## config.mk

```make
export PLATFORM = sky130hd
export DESIGN_NAME = booth_seq_mult_flat
export DESIGN_NICKNAME = d
export VERILOG_FILES = /design/src/rtl/booth_pkg.sv /design/src/rtl/booth_seq_mult_if.sv /design/src/rtl/booth_pp_gen.sv /design/src/rtl/booth_seq_mult.sv /design/src/flat_wrapper.sv
export SDC_FILE = /design/constraint.sdc
export NUM_CORES = 1
export LEC_CHECK = 0
export ABC_AREA = 1
export BUFFER_PORTS_ARGS = -buffer_cell sky130_fd_sc_hd__buf_4
export CORE_MARGIN = 5
export CORE_UTILIZATION = 58
export CTS_CLUSTER_DIAMETER = 40
export DETAILED_ROUTE_END_ITERATION = 12
export GPL_ROUTABILITY_DRIVEN = 0
export HOLD_SLACK_MARGIN = 0.08
export PLACE_DENSITY = 0.83
export SLEW_MARGIN = 40
export SYNTH_ARGS = -nofsm -noshare
export SYNTH_HDL_FRONTEND = slang
export SYNTH_SLANG_ARGS = --single-unit
```

## constraint.sdc

```tcl
create_clock -name clk -period 5.35 [get_ports clk]
set_clock_uncertainty 0.1 [all_clocks]
set_input_delay 1.07 -clock clk [delete_from_list [all_inputs] [get_ports clk]]
set_output_delay 1.07 -clock clk [all_outputs]
set_load 0.05 [all_outputs]
```

## src/rtl/booth_pkg.sv

```systemverilog
// booth_pkg: shared types and sizing helpers for the sequential radix-4 Booth multiplier.
package booth_pkg;
  typedef enum logic [1:0] {IDLE, RUN, DONE} state_t;
  typedef logic [2:0] booth_digit_t;
  localparam int WIDTH_DEF = 8;
  localparam int N_TRIP = WIDTH_DEF / 2;
  localparam int CNT_W = $clog2(N_TRIP);
  function automatic int n_trip(int w);
    return w / 2;
  endfunction
  function automatic int cnt_w(int w);
    return $clog2(w / 2);
  endfunction
endpackage

```

## src/rtl/booth_seq_mult_if.sv

```systemverilog
// booth_seq_mult_if: operand and product valid/ready handshakes of the Booth multiplier.
interface booth_seq_mult_if #(parameter int WIDTH = 8);
  logic in_valid;
  logic in_ready;
  logic [WIDTH-1:0] a;
  logic [WIDTH-1:0] b;
  logic out_valid;
  logic out_ready;
  logic [2*WIDTH-1:0] product;
  logic busy;
  modport master (output in_valid, a, b, out_ready, input in_ready, out_valid, product, busy);
  modport slave (input in_valid, a, b, out_ready, output in_ready, out_valid, product, busy);
endinterface

```

## src/rtl/booth_pp_gen.sv

```systemverilog
// booth_pp_gen: radix-4 Booth partial product and correction bit for one triplet.
// APPROX_CORR_EN selects the approximate correction bit instead of exact negation.
module booth_pp_gen
  import booth_pkg::*;
#(
  parameter int WIDTH = WIDTH_DEF
) (
  input  booth_digit_t       trip,
  input  logic [WIDTH-1:0]   a,
  output logic [2*WIDTH-1:0] pp,
  output logic               corr
);
  logic [WIDTH:0] ae, mag, m;
  assign ae = {a[WIDTH-1], a};
  assign mag = (trip == 3'b011 || trip == 3'b100) ? {a, 1'b0} :
               (trip == 3'b000 || trip == 3'b111) ? '0 : ae;
  assign m = trip[2] ? ~mag : mag;
  assign pp = {{(WIDTH-1){m[WIDTH]}}, m};
`ifdef APPROX_CORR_EN
  // drops the +1 for -a with odd a and for the 111 digit
  assign corr = trip[2] & (~(trip[0] | trip[1]) | ~(a[0] | trip[1]) | ~(a[0] | trip[0]));
`else
  assign corr = trip[2];
`endif
endmodule

```

## src/rtl/booth_seq_mult.sv

```systemverilog
// booth_seq_mult: sequential radix-4 Booth multiplier, one triplet per clock.
// Define APPROX_CORR_EN for the approximate correction-bit variant.
module booth_seq_mult
  import booth_pkg::*;
#(
  parameter int WIDTH = WIDTH_DEF
) (
  input logic clk,
  input logic rst,
  booth_seq_mult_if.slave s
);
  localparam int NT = n_trip(WIDTH);
  localparam int CW = cnt_w(WIDTH);
  state_t state;
  logic [WIDTH-1:0] a_r, b_r;
  logic [WIDTH:0] bx;
  logic [CW-1:0] cnt;
  logic [2*WIDTH-1:0] acc, pp, ppc;
  logic corr;
  booth_digit_t trip;
  assign bx = {b_r, 1'b0};
  assign trip = bx[{cnt, 1'b0} +: 3];
  booth_pp_gen #(.WIDTH(WIDTH)) u_pp (.trip(trip), .a(a_r), .pp(pp), .corr(corr));
  assign ppc = pp + {{(2*WIDTH-1){1'b0}}, corr};
  assign s.in_ready = state == IDLE;
  assign s.busy = state == RUN;
  assign s.out_valid = state == DONE;
  assign s.product = acc;
  always_ff @(posedge clk) begin
    if (rst) begin
      state <= IDLE;
      acc <= '0;
      cnt <= '0;
      a_r <= '0;
      b_r <= '0;
    end else begin
      case (state)
        IDLE: if (s.in_valid) begin
          a_r <= s.a;
          b_r <= s.b;
          acc <= '0;
          cnt <= '0;
          state <= RUN;
        end
        RUN: begin
          acc <= acc + (ppc << {cnt, 1'b0});
          cnt <= cnt + 1'b1;
          if (cnt == CW'(NT - 1)) state <= DONE;
        end
        DONE: if (s.out_ready) state <= IDLE;
        default: state <= IDLE;
      endcase
    end
  end
endmodule

```

## src/flat_wrapper.sv

```systemverilog
// flat-port wrapper written by rule: the top's interface ports become plain ports
module booth_seq_mult_flat import booth_pkg::*;
#(
  parameter int WIDTH = WIDTH_DEF
)
  (clk, rst, s_in_valid, s_a, s_b, s_out_ready, s_in_ready, s_out_valid, s_product, s_busy);
  booth_seq_mult_if #(.WIDTH(WIDTH)) s_i ();
  input logic clk;
  input logic rst;
  input wire logic [$bits(s_i.in_valid)-1:0] s_in_valid;
  input wire logic [$bits(s_i.a)-1:0] s_a;
  input wire logic [$bits(s_i.b)-1:0] s_b;
  input wire logic [$bits(s_i.out_ready)-1:0] s_out_ready;
  output wire logic [$bits(s_i.in_ready)-1:0] s_in_ready;
  output wire logic [$bits(s_i.out_valid)-1:0] s_out_valid;
  output wire logic [$bits(s_i.product)-1:0] s_product;
  output wire logic [$bits(s_i.busy)-1:0] s_busy;
  assign s_i.in_valid = s_in_valid;
  assign s_i.a = s_a;
  assign s_i.b = s_b;
  assign s_i.out_ready = s_out_ready;
  assign s_in_ready = s_i.in_ready;
  assign s_out_valid = s_i.out_valid;
  assign s_product = s_i.product;
  assign s_busy = s_i.busy;
  booth_seq_mult #(.WIDTH(WIDTH)) u_core (.clk(clk), .rst(rst), .s(s_i));
endmodule
```

==> impl_metrics.ini, run 1 <==
[synthesis]
area_leader_netlist = sky130_fd_sc_hd__dfxtp_1
total_nets_after_synthesis = 489
synth.ff_latch_count = 36
yosysUniqueCellTypes = 38
largest_family_of_logic_cells_by_synthesized_area = simple AND/OR/NAND/NOR gates
fraction_of_registers_with_async_set_or_reset_after_synthesis = 0
avgSynthCellArea_um2 = 6.43
synth_cells = 448
synth_compound_gate_area_share = 0.188
dominantRegCellSynth = sky130_fd_sc_hd__dfxtp_1
synth_simple_gate_area_share = 0.372
synth_area_leaders = sky130_fd_sc_hd__dfxtp_1 (25%), sky130_fd_sc_hd__nand2_1 (16%), sky130_fd_sc_hd__ha_1 (8.7%), sky130_fd_sc_hd__a21oi_1 (8.2%), sky130_fd_sc_hd__nand3_1 (7.5%)
synthDominantCellAreaShare = 0.250
synth_area_um2 = 2880
synth-adder-area-share = 0.0939
synth_common_cells = sky130_fd_sc_hd__nand2_1 (120), sky130_fd_sc_hd__a21oi_1 (47), sky130_fd_sc_hd__nand3_1 (43)
synth-edff-count = 0
post_synthesis_share_of_cell_area_spent_on_xor_and_xnor_gates = 0.0178
synth.area.mux_share = 0
synth_most_common_cell = sky130_fd_sc_hd__nand2_1
yosysWarningCount = 0
synth_sequential_area_ratio = 0.250

[power_and_ir_drop]
maximum_vdd_drop_uv = 183
overall_power_mw = 1.02
power_per_cell_area_nw_per_um2 = 310
leakage_nw = 1.61

[timing]
rsz0062_at_grt = false
worstMarginPinSlew_ns = 0.556
setup_viol = 0
final_period_util = 0.888
finalMaxSlewViolations = 0
finalSetupTns_ns = 0
final-hold-violation-count = 0
fmax_mhz = 211
slew-limit-headroom = 0.628
final.min_clock_period_ns = 4.75

[critical_path]
worst_setup_path_end_kind = register
worst-setup-path-type = register to register
timing.critical_path.mode_cell = sky130_fd_sc_hd__nand2_1
required_ns = 5.48
cpLargestDelayFamily = simple AND/OR/NAND/NOR gates
critical_path.slowest_cell = sky130_fd_sc_hd__dfxtp_1
max_stage_delay_ns = 0.37
critPathMaxFanout = 20
worstPathArrival_ns = 4.88
critical_path_buf_inv_count = 4
setup.worst_path.start_class = register

[clocking]
clkLatencyLatePin_ns = 0.29
root_buffer_selected_by_cts = sky130_fd_sc_hd__clkbuf_8
clk_pin_slew_ns = 0.08
h_tree_levels = 2
total_cts_buffers = 5
cts-hold-fix-buffers = 0
cts_resized = 0
cts_max_path_buffers = 2
tritoncts_clock_tree = yes
clock-sinks = 36
post_cts.repair.setup_buffers = 0

[floorplan]
initial_utilization = 0.602
rows = 25
placeableCoreArea_um2 = 4790
floorplan.die.height_um = 80.5
fp.dieArea_um2 = 6470
top_level_ports = 39
die_w_um = 80.5

[global_route]
gr-usage-all-layers = 0.221
antenna_found_initial = 0
first_global_vias = 2674
gr-total-overflow = 0
grt_pass1_wl_um = 11600
maximum_number_of_pins_on_one_net_before_global_route_repair = 24

[routing]
drt-total-wl_um = 6590
drt_iter0_drc = 153
vias_per_cell = 5.29
num_vias = 2894
final_antenna_net_count = 0
drt_pass1_iterations = 4
drc_errors = 0
wire_per_inst_um = 12.0

[status]
outcome = complete, no violations

[min_path]
hold_path_class = register to register

[cells_and_area]
multiInputGateArea_um2 = 1930
synthToLayoutAreaGrowth_pct = 14.1
design.final.nets = 521
seqCellArea_um2 = 721
layout.filler_cells = 455
insertedDiodeCount = 0
layout-drive-gt1-share = 0.177

[placement]
io_buffers = 38
hpwl_um = 5260

[run]
timing.max_cap.violations = 0
==> logic make-up after synthesis <==
kind of cell | count (synthesis)
AOI/OAI and AO/OA | 101
xor gates and xnor gates | 5
adders and majority gates | 21
buffers and inverters | 53
DFF | 36
and+or+nand+nor | 232
==> flip-flops by register name (all words and copies together), names as in the netlist <==
| register | cells |
|---|---|
| u_core.cnt | 2 |
| u_core.state | 2 |
| u_core.b_r | 8 |
| u_core.s.product | 16 |
| u_core.a_r | 8 |
==> power breakdown <==
group	switching (mW)	total, mW	internal, mW	leakage [nW]
sequential	0.0241	0.318	0.294	0.296
clock	0.0993	0.214	0.115	0.0503
combinational	0.320	0.486	0.166	1.26
==> layout by cell type, fill, tap and decap left out <==
cell / n
sky130_fd_sc_hd__buf_4: 42
sky130_fd_sc_hd__and2_4: 1
sky130_fd_sc_hd__inv_2: 3
sky130_fd_sc_hd__o211ai_1: 1
sky130_fd_sc_hd__nor2_4: 2
sky130_fd_sc_hd__o21ai_2: 1
sky130_fd_sc_hd__a211oi_1: 2
sky130_fd_sc_hd__nor2_2: 1
sky130_fd_sc_hd__o21ai_0: 37
sky130_fd_sc_hd__ha_1: 20
sky130_fd_sc_hd__dfxtp_1: 36
sky130_fd_sc_hd__o31ai_1: 1
sky130_fd_sc_hd__o21bai_1: 1
sky130_fd_sc_hd__or2_2: 3
sky130_fd_sc_hd__xor2_1: 2
sky130_fd_sc_hd__nor3_2: 2
sky130_fd_sc_hd__a21boi_0: 1
sky130_fd_sc_hd__a21oi_4: 1
sky130_fd_sc_hd__a21o_1: 1
sky130_fd_sc_hd__nand3_1: 43
sky130_fd_sc_hd__xnor2_1: 2
sky130_fd_sc_hd__nand3_2: 7
sky130_fd_sc_hd__fa_1: 1
sky130_fd_sc_hd__nand2_1: 120
sky130_fd_sc_hd__o21a_1: 1
sky130_fd_sc_hd__o21ai_1: 6
sky130_fd_sc_hd__nand2_2: 10
sky130_fd_sc_hd__inv_1: 33
sky130_fd_sc_hd__xor2_2: 1
sky130_fd_sc_hd__nor2_1: 38
sky130_fd_sc_hd__nand3b_1: 1
sky130_fd_sc_hd__a31oi_1: 1
sky130_fd_sc_hd__clkbuf_8: 7
sky130_fd_sc_hd__nand2_4: 4
sky130_fd_sc_hd__a21oi_1: 47
==> routing by layer <==
layer | wire (um) | part of all wire | GRT usage
met5 | 0 | 0 | 0
met3 | 293 | 0.044 | 0.0448
met2 | 2990 | 0.45 | 0.358
met4 | 86 | 0.013 | 0.0659
met1 | 3220 | 0.49 | 0.294
==> area by class of cell <==
type                            instances  area share
Timing Repair Buffer                   42      0.0960
Sequential cell                        36       0.219
Tap cell                               67      0.0255
Inverter                               36      0.0411
Clock buffer                            7      0.0293
Multi-Input combinational cell        359       0.589
==> worst paths after layout <==
path | cells past startpoint | end | slack [ns] | startpoint
worst min-delay path | 2 | u_core.b_r[6] | 0.38 | u_core.b_r[6]
worst max register to register | 32 | u_core.s.product[15] | 0.60 | u_core.cnt[0]
worst max-delay path | 32 | u_core.s.product[15] | 0.60 | u_core.cnt[0]
worst min register to register | 2 | u_core.b_r[6] | 0.38 | u_core.b_r[6]
==> worst reg2reg max path, delay by kind of cell (launching register included) <==
| kind | cells | cell delay (ns) |
|---|---|---|
| flops | 1 | 0.37 |
| compound gates | 7 | 1.20 |
| fa+ha+maj | 2 | 0.51 |
| simple gates | 19 | 1.89 |
| buf+inv | 4 | 0.62 |
==> stage by stage <==
stage          area, um^2   util  hold WS (ns)  std cells  setup slack, ns
2_1_floorplan        2880      -         0.343        448             1.40
4_1_cts              3280  0.686         0.377        547            0.621
3_3_place_gp         3190  0.666         0.359        540            0.757
5_1_grt              3280  0.686         0.406        547           0.0550
3_5_place_dp         3190  0.666         0.366        540            0.660
6_report             3280  0.686         0.379        547            0.601
No activity file was read; power rests on OpenSTA's default activity.
==> run 2: changes to the inputs <==
Settings changed: CORE_UTILIZATION 58 to 45, PLACE_DENSITY 0.83 to 0.68.
Clock period 5.35 ns to 6.04 ns, I/O delays scaled along.
==> impl_metrics.ini, run 2 (synthesis results as in run 1) <==
[status]
outcome = complete, no violations

[routing]
drt_iter0_drc = 141
drt_pass1_iterations = 4
drc_errors = 0
wire_per_inst_um = 12.1
vias_per_cell = 5.20
num_vias = 2886
drt-total-wl_um = 6720
final_antenna_net_count = 0

[critical_path]
critical_path_buf_inv_count = 3
max_stage_delay_ns = 0.72
worst_setup_path_end_kind = register
required_ns = 6.12
critical_path.slowest_cell = sky130_fd_sc_hd__dfxtp_1
timing.rr.end = u_core.s.product[14]
setup.worst_path.start_class = register
worst-setup-path-type = register to register
worstPathArrival_ns = 5.18
rr_worst_depth = 29
critPathMaxFanout = 20
cpLargestDelayFamily = simple AND/OR/NAND/NOR gates
timing.critical_path.mode_cell = sky130_fd_sc_hd__nand2_1
reg2reg_setup_slack_ns = 0.94
r2r-start = u_core.cnt[0]

[floorplan]
placeableCoreArea_um2 = 6280
rows = 29
fp.dieArea_um2 = 8100
top_level_ports = 39
initial_utilization = 0.459
floorplan.die.height_um = 90.0
die_w_um = 90.0

[placement]
io_buffers = 38
hpwl_um = 5320

[global_route]
gr-total-overflow = 0
gr-usage-all-layers = 0.173
first_global_vias = 2697
grt_pass1_wl_um = 12200
antenna_found_initial = 0
maximum_number_of_pins_on_one_net_before_global_route_repair = 24

[min_path]
hold_path_class = register to register
timing.hold.worst_path_depth = 2
worstHoldEndpoint = u_core.b_r[4]
timing.hold.worst.start = u_core.b_r[4]

[timing]
rsz0062_at_grt = false
setup_viol = 0
finalMaxSlewViolations = 0
final.min_clock_period_ns = 5.10
fmax_mhz = 196
final_period_util = 0.845
finalSetupTns_ns = 0
worstMarginPinSlew_ns = 0.739
slew-limit-headroom = 0.507
final-hold-violation-count = 0

[cells_and_area]
design.final.nets = 518
layout-drive-gt1-share = 0.178
insertedDiodeCount = 0
mostFrequentLayoutCell = sky130_fd_sc_hd__nand2_1
flip_flop_count_of_the_largest_register_after_layout = 16
synthToLayoutAreaGrowth_pct = 13.9
layout.filler_cells = 647
layout.cells.most_common_list = sky130_fd_sc_hd__nand2_1 (120), sky130_fd_sc_hd__a21oi_1 (47), sky130_fd_sc_hd__nand3_1 (43), sky130_fd_sc_hd__buf_4 (39)

[clocking]
clk_pin_slew_ns = 0.08
clock-sinks = 36
h_tree_levels = 2
tritoncts_clock_tree = yes
clkLatencyLatePin_ns = 0.30
root_buffer_selected_by_cts = sky130_fd_sc_hd__clkbuf_8
total_cts_buffers = 5
cts_max_path_buffers = 2

[run]
timing.max_cap.violations = 0

[power_and_ir_drop]
maximum_vdd_drop_uv = 146
power_per_cell_area_nw_per_um2 = 275
leakage_nw = 1.58
overall_power_mw = 0.901
-- run 2: repair_timing --
action	4_1_cts	5_1_grt
endpoints found under the hold margin	0	0
hold buffers	0	0
setup buffers	0	0
gates resized for setup	0	1
endpoints found under the setup margin	0	1
-- run 2: power breakdown --
group	internal [mW]	total, mW	switching, mW
combinational	0.145	0.424	0.279
sequential	0.260	0.285	0.0244
clock	0.0925	0.192	0.0991
total	0.498	0.901	0.402
-- run 2: worst register-to-register path, delay by kind of cell, from the launching register on --
kind | cells | cell delay (ns)
AOI/OAI and AO/OA | 9 | 1.25
buffers and inverters | 3 | 0.48
adders and majority gates | 2 | 0.59
and+or+nand+nor | 15 | 1.85
DFF | 1 | 0.72
-- run 2: worst max path at each step --
stage | cells past startpoint | to | from
after floorplan | 33 | u_core.s.product[14] | u_core.cnt[0]
after global placement | 31 | u_core.s.product[14] | u_core.cnt[1]
after detailed placement | 31 | u_core.s.product[14] | u_core.cnt[1]
after CTS | 31 | u_core.s.product[14] | u_core.cnt[1]
after global routing | 29 | u_core.s.product[14] | u_core.cnt[0]
final | 29 | u_core.s.product[14] | u_core.cnt[0]
-- run 2: area by class of cell --
type / count / area (um^2) / share of cell area
Clock inverter: 2 / 15.0 / 0.00458
Tap cell: 77 / 96.3 / 0.0294
Multi-Input combinational cell: 359 / 1940 / 0.590
Timing Repair Buffer: 39 / 293 / 0.0893
Inverter: 36 / 135 / 0.0412
Sequential cell: 36 / 722 / 0.220
Clock buffer: 6 / 82.6 / 0.0252
-- run 2: per-stage QoR --
stage / hold WS [ns] / setup WS (ns) / instance area, um^2 / util / cells
4_1_cts: 0.379 / 0.726 / 3280 / 0.522 / 555
5_1_grt: 0.414 / 0.155 / 3280 / 0.522 / 555
3_3_place_gp: 0.362 / 0.935 / 3180 / 0.506 / 547
2_1_floorplan: 0.343 / 2.09 / 2880 / - / 448
3_5_place_dp: 0.367 / 0.756 / 3180 / 0.507 / 547
6_report: 0.378 / 0.939 / 3280 / 0.522 / 555
-- run 2: metal layers --
metal | wire length [um] | track usage | part of all wire
met1 | 3160 | 0.224 | 0.47
met2 | 3180 | 0.293 | 0.47
met3 | 303 | 0.0392 | 0.045
met4 | 73 | 0.0385 | 0.011
met5 | 0 | 0 | 0
